`src/rtl/operand_bypass_network.sv`:
```
// Operand forwarding and load-use hazard unit between decode and execute.
// Optional perf counters are enabled by defining BYPASS_PERF_COUNTERS_EN.
module operand_bypass_network #(
  parameter int NUM_REGS      = 32,
  parameter int XLEN          = 32,
  parameter int NUM_STAGES    = 2,
  parameter int WB_HIST_DEPTH = 1,
  parameter int MAX_STALL     = 15,
  localparam int REG_ADDR_W   = $clog2(NUM_REGS),
  localparam int SRC_W        = $clog2(NUM_STAGES + WB_HIST_DEPTH + 2)
) (
  input  logic                         clk,
  input  logic                         rst,
  input  logic                         id_valid,
  input  logic [REG_ADDR_W-1:0]        id_rs1,
  input  logic [REG_ADDR_W-1:0]        id_rs2,
  input  logic                         id_use_rs1,
  input  logic                         id_use_rs2,
  input  logic [XLEN-1:0]              id_rs1_value,
  input  logic [XLEN-1:0]              id_rs2_value,
  input  logic [NUM_STAGES-1:0]        prod_valid,
  input  logic [NUM_STAGES*REG_ADDR_W-1:0] prod_rd,
  input  logic [NUM_STAGES*XLEN-1:0]   prod_data,
  input  logic [NUM_STAGES-1:0]        prod_ready,
  input  logic                         wb_en,
  input  logic [REG_ADDR_W-1:0]        wb_addr,
  input  logic [XLEN-1:0]              wb_data,
  output logic [XLEN-1:0]              rs1_value,
  output logic [XLEN-1:0]              rs2_value,
  output logic [SRC_W-1:0]             fwd_src1,
  output logic [SRC_W-1:0]             fwd_src2,
  output logic                         stall,
  output logic                         stall_timeout,
  output logic [31:0]                  perf_fwd_count,
  output logic [31:0]                  perf_stall_count
);

  // A zero-depth history still gets one storage slot; the lookup loop never reads it.
  localparam int HIST_N = (WB_HIST_DEPTH > 0) ? WB_HIST_DEPTH : 1;
  localparam int CNT_W  = $clog2(MAX_STALL + 1);

  logic [HIST_N-1:0]     hist_vld_q, hist_vld_d;
  logic [REG_ADDR_W-1:0] hist_addr_q [HIST_N];
  logic [XLEN-1:0]       hist_data_q [HIST_N];

  logic [CNT_W-1:0] stall_cnt_q, stall_cnt_d;
  logic             timeout_q, timeout_d;

  logic [REG_ADDR_W-1:0] op_rs   [2];
  logic                  op_use  [2];
  logic [XLEN-1:0]       op_rf   [2];
  logic [XLEN-1:0]       op_val  [2];
  logic [SRC_W-1:0]      op_src  [2];
  logic                  op_nrdy [2];

  assign op_rs[0]  = id_rs1;
  assign op_rs[1]  = id_rs2;
  assign op_use[0] = id_use_rs1;
  assign op_use[1] = id_use_rs2;
  assign op_rf[0]  = id_rs1_value;
  assign op_rf[1]  = id_rs2_value;

  always_comb begin
    hist_vld_d    = hist_vld_q;
    hist_vld_d[0] = wb_en;
    for (int j = 1; j < HIST_N; j++) hist_vld_d[j] = hist_vld_q[j-1];
  end

  always_ff @(posedge clk) begin
    hist_addr_q[0] <= wb_addr;
    hist_data_q[0] <= wb_data;
    for (int j = 1; j < HIST_N; j++) begin
      hist_addr_q[j] <= hist_addr_q[j-1];
      hist_data_q[j] <= hist_data_q[j-1];
    end
  end

  // Sources are scanned lowest priority first so the highest-priority match overwrites.
  always_comb begin
    for (int op = 0; op < 2; op++) begin
      logic en;
      en          = id_valid && op_use[op] && (op_rs[op] != '0);
      op_val[op]  = op_rf[op];
      op_src[op]  = '0;
      op_nrdy[op] = 1'b0;
      for (int j = WB_HIST_DEPTH - 1; j >= 0; j--) begin
        if (en && hist_vld_q[j] && (hist_addr_q[j] == op_rs[op])) begin
          op_val[op]  = hist_data_q[j];
          op_src[op]  = SRC_W'(NUM_STAGES + 2 + j);
          op_nrdy[op] = 1'b0;
        end
      end
      if (en && wb_en && (wb_addr == op_rs[op])) begin
        op_val[op]  = wb_data;
        op_src[op]  = SRC_W'(NUM_STAGES + 1);
        op_nrdy[op] = 1'b0;
      end
      for (int k = NUM_STAGES - 1; k >= 0; k--) begin
        if (en && prod_valid[k] && (prod_rd[k*REG_ADDR_W +: REG_ADDR_W] == op_rs[op])) begin
          op_val[op]  = prod_data[k*XLEN +: XLEN];
          op_src[op]  = SRC_W'(k + 1);
          op_nrdy[op] = ~prod_ready[k];
        end
      end
    end
  end

  assign rs1_value = op_val[0];
  assign rs2_value = op_val[1];
  assign fwd_src1  = op_src[0];
  assign fwd_src2  = op_src[1];
  assign stall     = op_nrdy[0] | op_nrdy[1];

  // Counter saturates at MAX_STALL; the flag is sticky until reset.
  always_comb begin
    stall_cnt_d = stall_cnt_q;
    timeout_d   = timeout_q;
    if (stall) begin
      if (stall_cnt_q != CNT_W'(MAX_STALL)) stall_cnt_d = stall_cnt_q + CNT_W'(1);
    end else begin
      stall_cnt_d = '0;
    end
    if (stall_cnt_d == CNT_W'(MAX_STALL)) timeout_d = 1'b1;
  end

  always_ff @(posedge clk) begin
    if (rst) begin
      hist_vld_q  <= '0;
      stall_cnt_q <= '0;
      timeout_q   <= 1'b0;
    end else begin
      hist_vld_q  <= hist_vld_d;
      stall_cnt_q <= stall_cnt_d;
      timeout_q   <= timeout_d;
    end
  end

  assign stall_timeout = timeout_q;

`ifdef BYPASS_PERF_COUNTERS_EN
  logic [31:0] perf_fwd_q, perf_fwd_d;
  logic [31:0] perf_stall_q, perf_stall_d;

  always_comb begin
    perf_fwd_d   = perf_fwd_q;
    perf_stall_d = perf_stall_q;
    if (id_valid && !stall && ((op_src[0] != '0) || (op_src[1] != '0)))
      perf_fwd_d = perf_fwd_q + 32'd1;
    if (stall) perf_stall_d = perf_stall_q + 32'd1;
  end

  always_ff @(posedge clk) begin
    if (rst) begin
      perf_fwd_q   <= '0;
      perf_stall_q <= '0;
    end else begin
      perf_fwd_q   <= perf_fwd_d;
      perf_stall_q <= perf_stall_d;
    end
  end

  assign perf_fwd_count   = perf_fwd_q;
  assign perf_stall_count = perf_stall_q;
`else
  assign perf_fwd_count   = 32'd0;
  assign perf_stall_count = 32'd0;
`endif

endmodule
```
`config.mk`:
```
export PLATFORM = sky130hd
export DESIGN_NAME = operand_bypass_network
export DESIGN_NICKNAME = d
export VERILOG_FILES = /design/src/rtl/operand_bypass_network.sv
export SDC_FILE = /design/constraint.sdc
export NUM_CORES = 1
export LEC_CHECK = 0
export BUFFER_PORTS_ARGS = -buffer_cell sky130_fd_sc_hd__buf_4
export CAP_MARGIN = 20
export CORE_AREA = 2 2 128 130
export CTS_BUF_LIST = sky130_fd_sc_hd__clkbuf_4 sky130_fd_sc_hd__clkbuf_8
export CTS_CLUSTER_DIAMETER = 60
export DETAILED_ROUTE_END_ITERATION = 12
export DIE_AREA = 0 0 130 132
export PLACE_DENSITY = 0.73
export SLEW_MARGIN = 20
export SYNTH_ARGS = -nofsm -noshare
export SYNTH_HDL_FRONTEND = slang
export SYNTH_SLANG_ARGS = --single-unit
```
`constraint.sdc`:
```
create_clock -name clk -period 3.8 [get_ports clk]
set_input_delay 0.57 -clock clk [delete_from_list [all_inputs] [get_ports clk]]
set_output_delay 0.57 -clock clk [all_outputs]
set_load 0.005 [all_outputs]
```
### Word level (Yosys, flattened, before mapping)

Memory sizes are Yosys's and may differ from the RTL's.
Cells that the tools add are included.

| word-level totals | value |
|---|---|
| word-level logic and storage cells | 63 |
| register bits | 6 |
| memories kept | 2 |
| input bits | 195 |
| output and inout port bits | 136 |
| memory bits (writable) | 37 |

Memory list:

| name | depth | bits a word | read ports | clocked after Yosys merged registers in | wr ports | RTL line | RTL |
|---|---|---|---|---|---|---|---|
| hist_data_q | 1 | 32 | 1 | 0 | 1 | 44 | `logic [XLEN-1:0] hist_data_q [HIST_N];` |
| hist_addr_q | 1 | 5 | 1 | 0 | 1 | 43 | `logic [REG_ADDR_W-1:0] hist_addr_q [HIST_N];` |

| cells by class | value |
|---|---|
| eq/ne operators | 10 |
| mux-type cells | 22 |
| bitwise gates (word level) | 3 |
| reductions and logical operators | 22 |
| $add $sub $neg | 1 |

Operators by type and width:

| operator | count |
|---|---|
| 32-bit two-way mux | 8 |
| 5-bit equality test | 8 |
| 3-bit two-way mux | 8 |
| 1-bit logical AND | 20 |
| 5-bit nonzero test | 2 |
| 4-bit two-way mux | 2 |
| 4-bit by 1-bit adder with 4-bit output, second input constant | 1 |
| 4-bit equality test, second input constant | 1 |
| 1-bit two-way mux | 4 |
| 4-bit != test, second input constant | 1 |
| 1-bit NOT | 2 |
| 1-bit bitwise OR | 1 |

### Longest topological paths before layout

| depth | value |
|---|---|
| word-level depth | 9 |
| mapped depth | 10 |
| gate-level depth less buffers | 7 |

### Worst setup path before layout

No wires, ideal clock.

| timing path | value |
|---|---|
| path kind | input to output |
| start | input port id_rs1[0] |
| end | output port rs1_value[10] |
| arrival time | 2.525 ns |
| path slack | 0.705 ns |
| data required time | 3.230 ns |
| path buffers | 4 |
| stages | 10 |
| cells stage by stage | clkbuf_2 -> or3_1 -> o311a_1 -> and4_1 -> clkbuf_2 -> or2_1 -> buf_6 -> buf_6 -> o21a_1 -> a31oi_1 |

| between the ends | value |
|---|---|
| word-level cells in the longest chain between the ends | 8 |
| elaborated cells between the ends (all ways) | 18 |

Ends and longest elaborated chain:

| element | RTL line | RTL |
|---|---|---|
| start: declaration | 15 | `input logic [REG_ADDR_W-1:0] id_rs1,` |
| 5-bit nonzero test | 82 | `en = id_valid && op_use[op] && (op_rs[op] != '0);` |
| 1-bit logical AND | 82 |  |
| 1-bit logical AND (2 in a row) | 87 | `if (en && hist_vld_q[j] && (hist_addr_q[j] == op_rs[op])) begin` |
| 32-bit two-way mux | 87 |  |
| 32-bit two-way mux | 93 | `if (en && wb_en && (wb_addr == op_rs[op])) begin` |
| 32-bit two-way mux | 99 | `if (en && prod_valid[k] && (prod_rd[k*REG_ADDR_W +: REG_ADDR_W] == op_rs[op])) begin` |
| 32-bit two-way mux (*) | 99 |  |
| end: declaration | 28 | `output logic [XLEN-1:0] rs1_value,` |

Mark *: on every way between the ends. The rest lies on a longest branch, timed or not.

### Worst setup path after layout

| timing path | value |
|---|---|
| start | input port id_rs2[1] |
| end | output port rs2_value[18] |

| between the ends | value |
|---|---|
| word-level cells in the longest chain between the ends | 8 |
| elaborated cells between the ends (all ways) | 18 |

Ends and longest elaborated chain:

| element | RTL line | RTL |
|---|---|---|
| start: declaration | 16 | `input logic [REG_ADDR_W-1:0] id_rs2,` |
| 5-bit nonzero test | 82 |  |
| 1-bit logical AND | 82 |  |
| 1-bit logical AND (2 in a row) | 87 |  |
| 32-bit two-way mux | 87 |  |
| 32-bit two-way mux | 93 |  |
| 32-bit two-way mux | 99 |  |
| 32-bit two-way mux (*) | 99 |  |
| end: declaration | 29 | `output logic [XLEN-1:0] rs2_value,` |

Marked as above.

==> impl_metrics.json <==
{
  "crit_path_end_kind": "output pin",
  "fin_util_pct": 42.8,
  "reg2reg_slack_ns": 2.23,
  "ys_dominant_reg_cell": "dfxtp_1",
  "rows": 46,
  "synth_simple_gate_area_share_pct": 21.3,
  "clk_pin_slew_ns": 0.09,
  "route.vias.total": 5454,
  "pre_cts_ws_ns": 0.0894,
  "cp-start-kind": "input pin",
  "clock.fmax_mhz": 281,
  "status": "completed",
  "vdd_drop_max_mv": 0.113,
  "fin_crit_sh_pct": 93.7,
  "wirelength_mm": 18.6,
  "synth-xor-area-share_pct": 7.92,
  "grt_pass1_vias": 5439,
  "synthAdderAreaFrac_pct": 0.269,
  "fin_nets": 1049,
  "fill_cells": 1613,
  "worstMarginPinSlew_ns": 0.709,
  "grt_first_pass_wirelength_mm": 27.9,
  "clockRootBuffer": "clkbuf_8",
  "netlist_instances": 620,
  "finClkSkew_ns": 0.00193,
  "critical_path_class": "in -> out",
  "hpwl_mm": 14.1,
  "rsz0062_at_grt": "no",
  "setup_viol": 0,
  "clk_latency_ns": 0.31,
  "synth_top_area_cell": "dfxtp_1",
  "syn_avg_cell_area_um2": 7.49,
  "core_area_mm2": 0.0157,
  "tns_ns": 0,
  "portBuffers": 266,
  "antenna_cells": 0,
  "ios": 331,
  "die_x_um": 130,
  "min_path_type": "in -> reg",
  "synth_area_mm2": 0.00464,
  "numCtsBuffers": 5,
  "grt_max_degree": 36,
  "p_total_uw": 1320,
  "drtAntennaViolNets": 0,
  "stdcell_area_mm2": 0.00672,
  "min_period_ns": 3.56,
  "placed_cell_area_mm2": 0.00660,
  "wl_per_cell_um": 17.4,
  "setup_slack_ns": 0.240,
  "p_leak_uw": 0.00307,
  "crit_required_ns": 3.23,
  "yosys.area.top_type_share_pct": 18.5,
  "cts_setup_buffers": 0,
  "drive_gt1_share_pct": 37.7,
  "hold_viol": 0,
  "ys_types": 43,
  "drcViolationCount": 0,
  "grt_overflow_total": 0,
  "post_cts_resized": 0,
  "clock_sinks": 43,
  "drv_slew": 0,
  "first_pass_iters": 5,
  "ys_seq_area_share_pct": 18.5,
  "cts_tree": "done",
  "async_reset_ff_share_pct": 0,
  "yosys-top-cells-area": "dfxtp_1 19%, buf_4 10%, mux2i_1 7.1%",
  "grtUsageTotal_pct": 20.5,
  "synth_compound_area_share_pct": 20.7,
  "first_iter_violations": 288,
  "relSlewSlack_pct": 52.7,
  "arrival_ns": 2.99,
  "hold_buffers": 0,
  "synth_edf_count": 0,
  "synth_top_family_by_area": "simple AND/OR/NAND/NOR gates",
  "cap_viol_max_count": 0,
  "die_h_um": 132,
  "die-area_mm2": 0.0172,
  "synth_mux_area_share_pct": 14.9,
  "area_growth_pct": 44.7,
  "avgViaCountPerCell": 5.10,
  "path_max_fanout": 23,
  "place.gp.congestion": 0.847,
  "initial_core_util_pct": 29.6,
  "powerDensity_mw_per_mm2": 197,
  "yosysWarnings": 0,
  "htreeDepth": 2,
  "ys_seq_elements": 43,
  "clk_path_buf_depth": 2,
  "antenna_found_initial": 0
}
## critical path, cell delays in order
cell and delay (ns):
buf_4 0.15, or4_1 0.53, o211ai_2 0.30, and4b_2 0.49
buf_4 0.30, a221oi_1 0.38, a21oi_1 0.12, buf_4 0.15
## cells in the mapped netlist, types with 2 or more instances
master,instances
a31oi_1,33
clkbuf_1,42
a211oi_1,2
a21oi_1,33
and2_1,2
xor2_1,24
nand4_1,5
buf_4,64
mux2_1,12
buf_6,5
nand3_1,34
and3_1,33
or3_1,2
nor4_1,6
clkbuf_2,2
buf_2,9
nand2_1,40
nor3_1,4
dfxtp_1,43
nor2_1,68
a221oi_1,32
xnor2_1,18
mux2i_1,33
nand4b_1,2
inv_1,2
mux2_2,20
and4_1,3
o21a_1,32
## routing by layer
layer | vias to the layer above | GRT usage [%] | share of wire (%)
met3 | 29 | 4.42 | 8.1
met1 | 2565 | 24.0 | 40
li1 | 2566 | - | -
met2 | 294 | 36.5 | 50
met4 | 0 | 6.81 | 1.9
met5 | - | 0 | 0
## registers in the layout, indices dropped and copies added, names as in the netlist
signal	cells
stall_timeout	1
hist_vld_q	1
stall_cnt_q	4
hist_addr_q	5
hist_data_q	32
## cells by family (layout without fill, tap and decap cells)
logic type               after synthesis  after routing
adder cells (fa/ha/maj)                1              1
AND/OR/NAND/NOR                      205            205
other                                  1             64
multiplexers                          65             65
AO/OA/AOI/OAI                        138            138
XOR/XNOR                              42             42
buffers and inverters                125            296
flip-flops                            43             43
## power by group
group,switching [µW],internal [µW],total (µW)
Clock,184,213,397
Sequential,10.9,472,483
Combinational,175,266,441
Total,370,951,1320
## worst paths after layout
| kind | cells after the start | to | from |
|---|---|---|---|
| worst max register to register | 6 | stall_timeout | stall_cnt_q[0] |
| worst min register to register | 2 | stall_timeout | stall_timeout |
| worst max-delay path | 8 | rs2_value[18] | id_rs2[1] |
| worst min-delay path | 1 | hist_data_q[0][16] | wb_data[16] |
## layout by cell type (no fill, tap or decap), types with 2 or more instances in the layout
| cell | instances |
|---|---|
| nand4_1 | 5 |
| a31oi_1 | 33 |
| mux2_2 | 20 |
| nand4b_1 | 2 |
| buf_4 | 283 |
| and3_1 | 33 |
| buf_12 | 3 |
| mux2i_1 | 33 |
| nor3_1 | 2 |
| dfxtp_1 | 43 |
| a211oi_1 | 2 |
| xor2_1 | 24 |
| a221oi_1 | 32 |
| clkbuf_8 | 6 |
| or3_1 | 2 |
| inv_1 | 2 |
| nand3_1 | 34 |
| xnor2_1 | 18 |
| a21oi_1 | 33 |
| nand2_1 | 40 |
| and2_1 | 2 |
| o21a_1 | 32 |
| mux2_1 | 12 |
| conb_1 | 64 |
| and4_2 | 3 |
| nor4_1 | 6 |
| nor2_1 | 68 |
## through the flow
step / cells / hold WS, ns
global placement: 1062 / 0.503
global route: 1070 / 0.342
floorplan: 683 / 0.472
finish: 1070 / 0.365
CTS: 1070 / 0.342
detailed placement: 1062 / 0.504
## area by class of cell
cell class                      instances  area [µm²]  share of cell area, %
Multi-Input combinational cell        515        3280                   48.8
Timing Repair Buffer                  286        2180                   32.5
Sequential cell                        43         861                   12.8
Tap cell                              216         270                   4.02
Clock buffer                            6        82.6                   1.23
Clock inverter                          2        35.0                  0.521
Inverter                                2        7.51                  0.112
(Power assumes the default switching activity.)
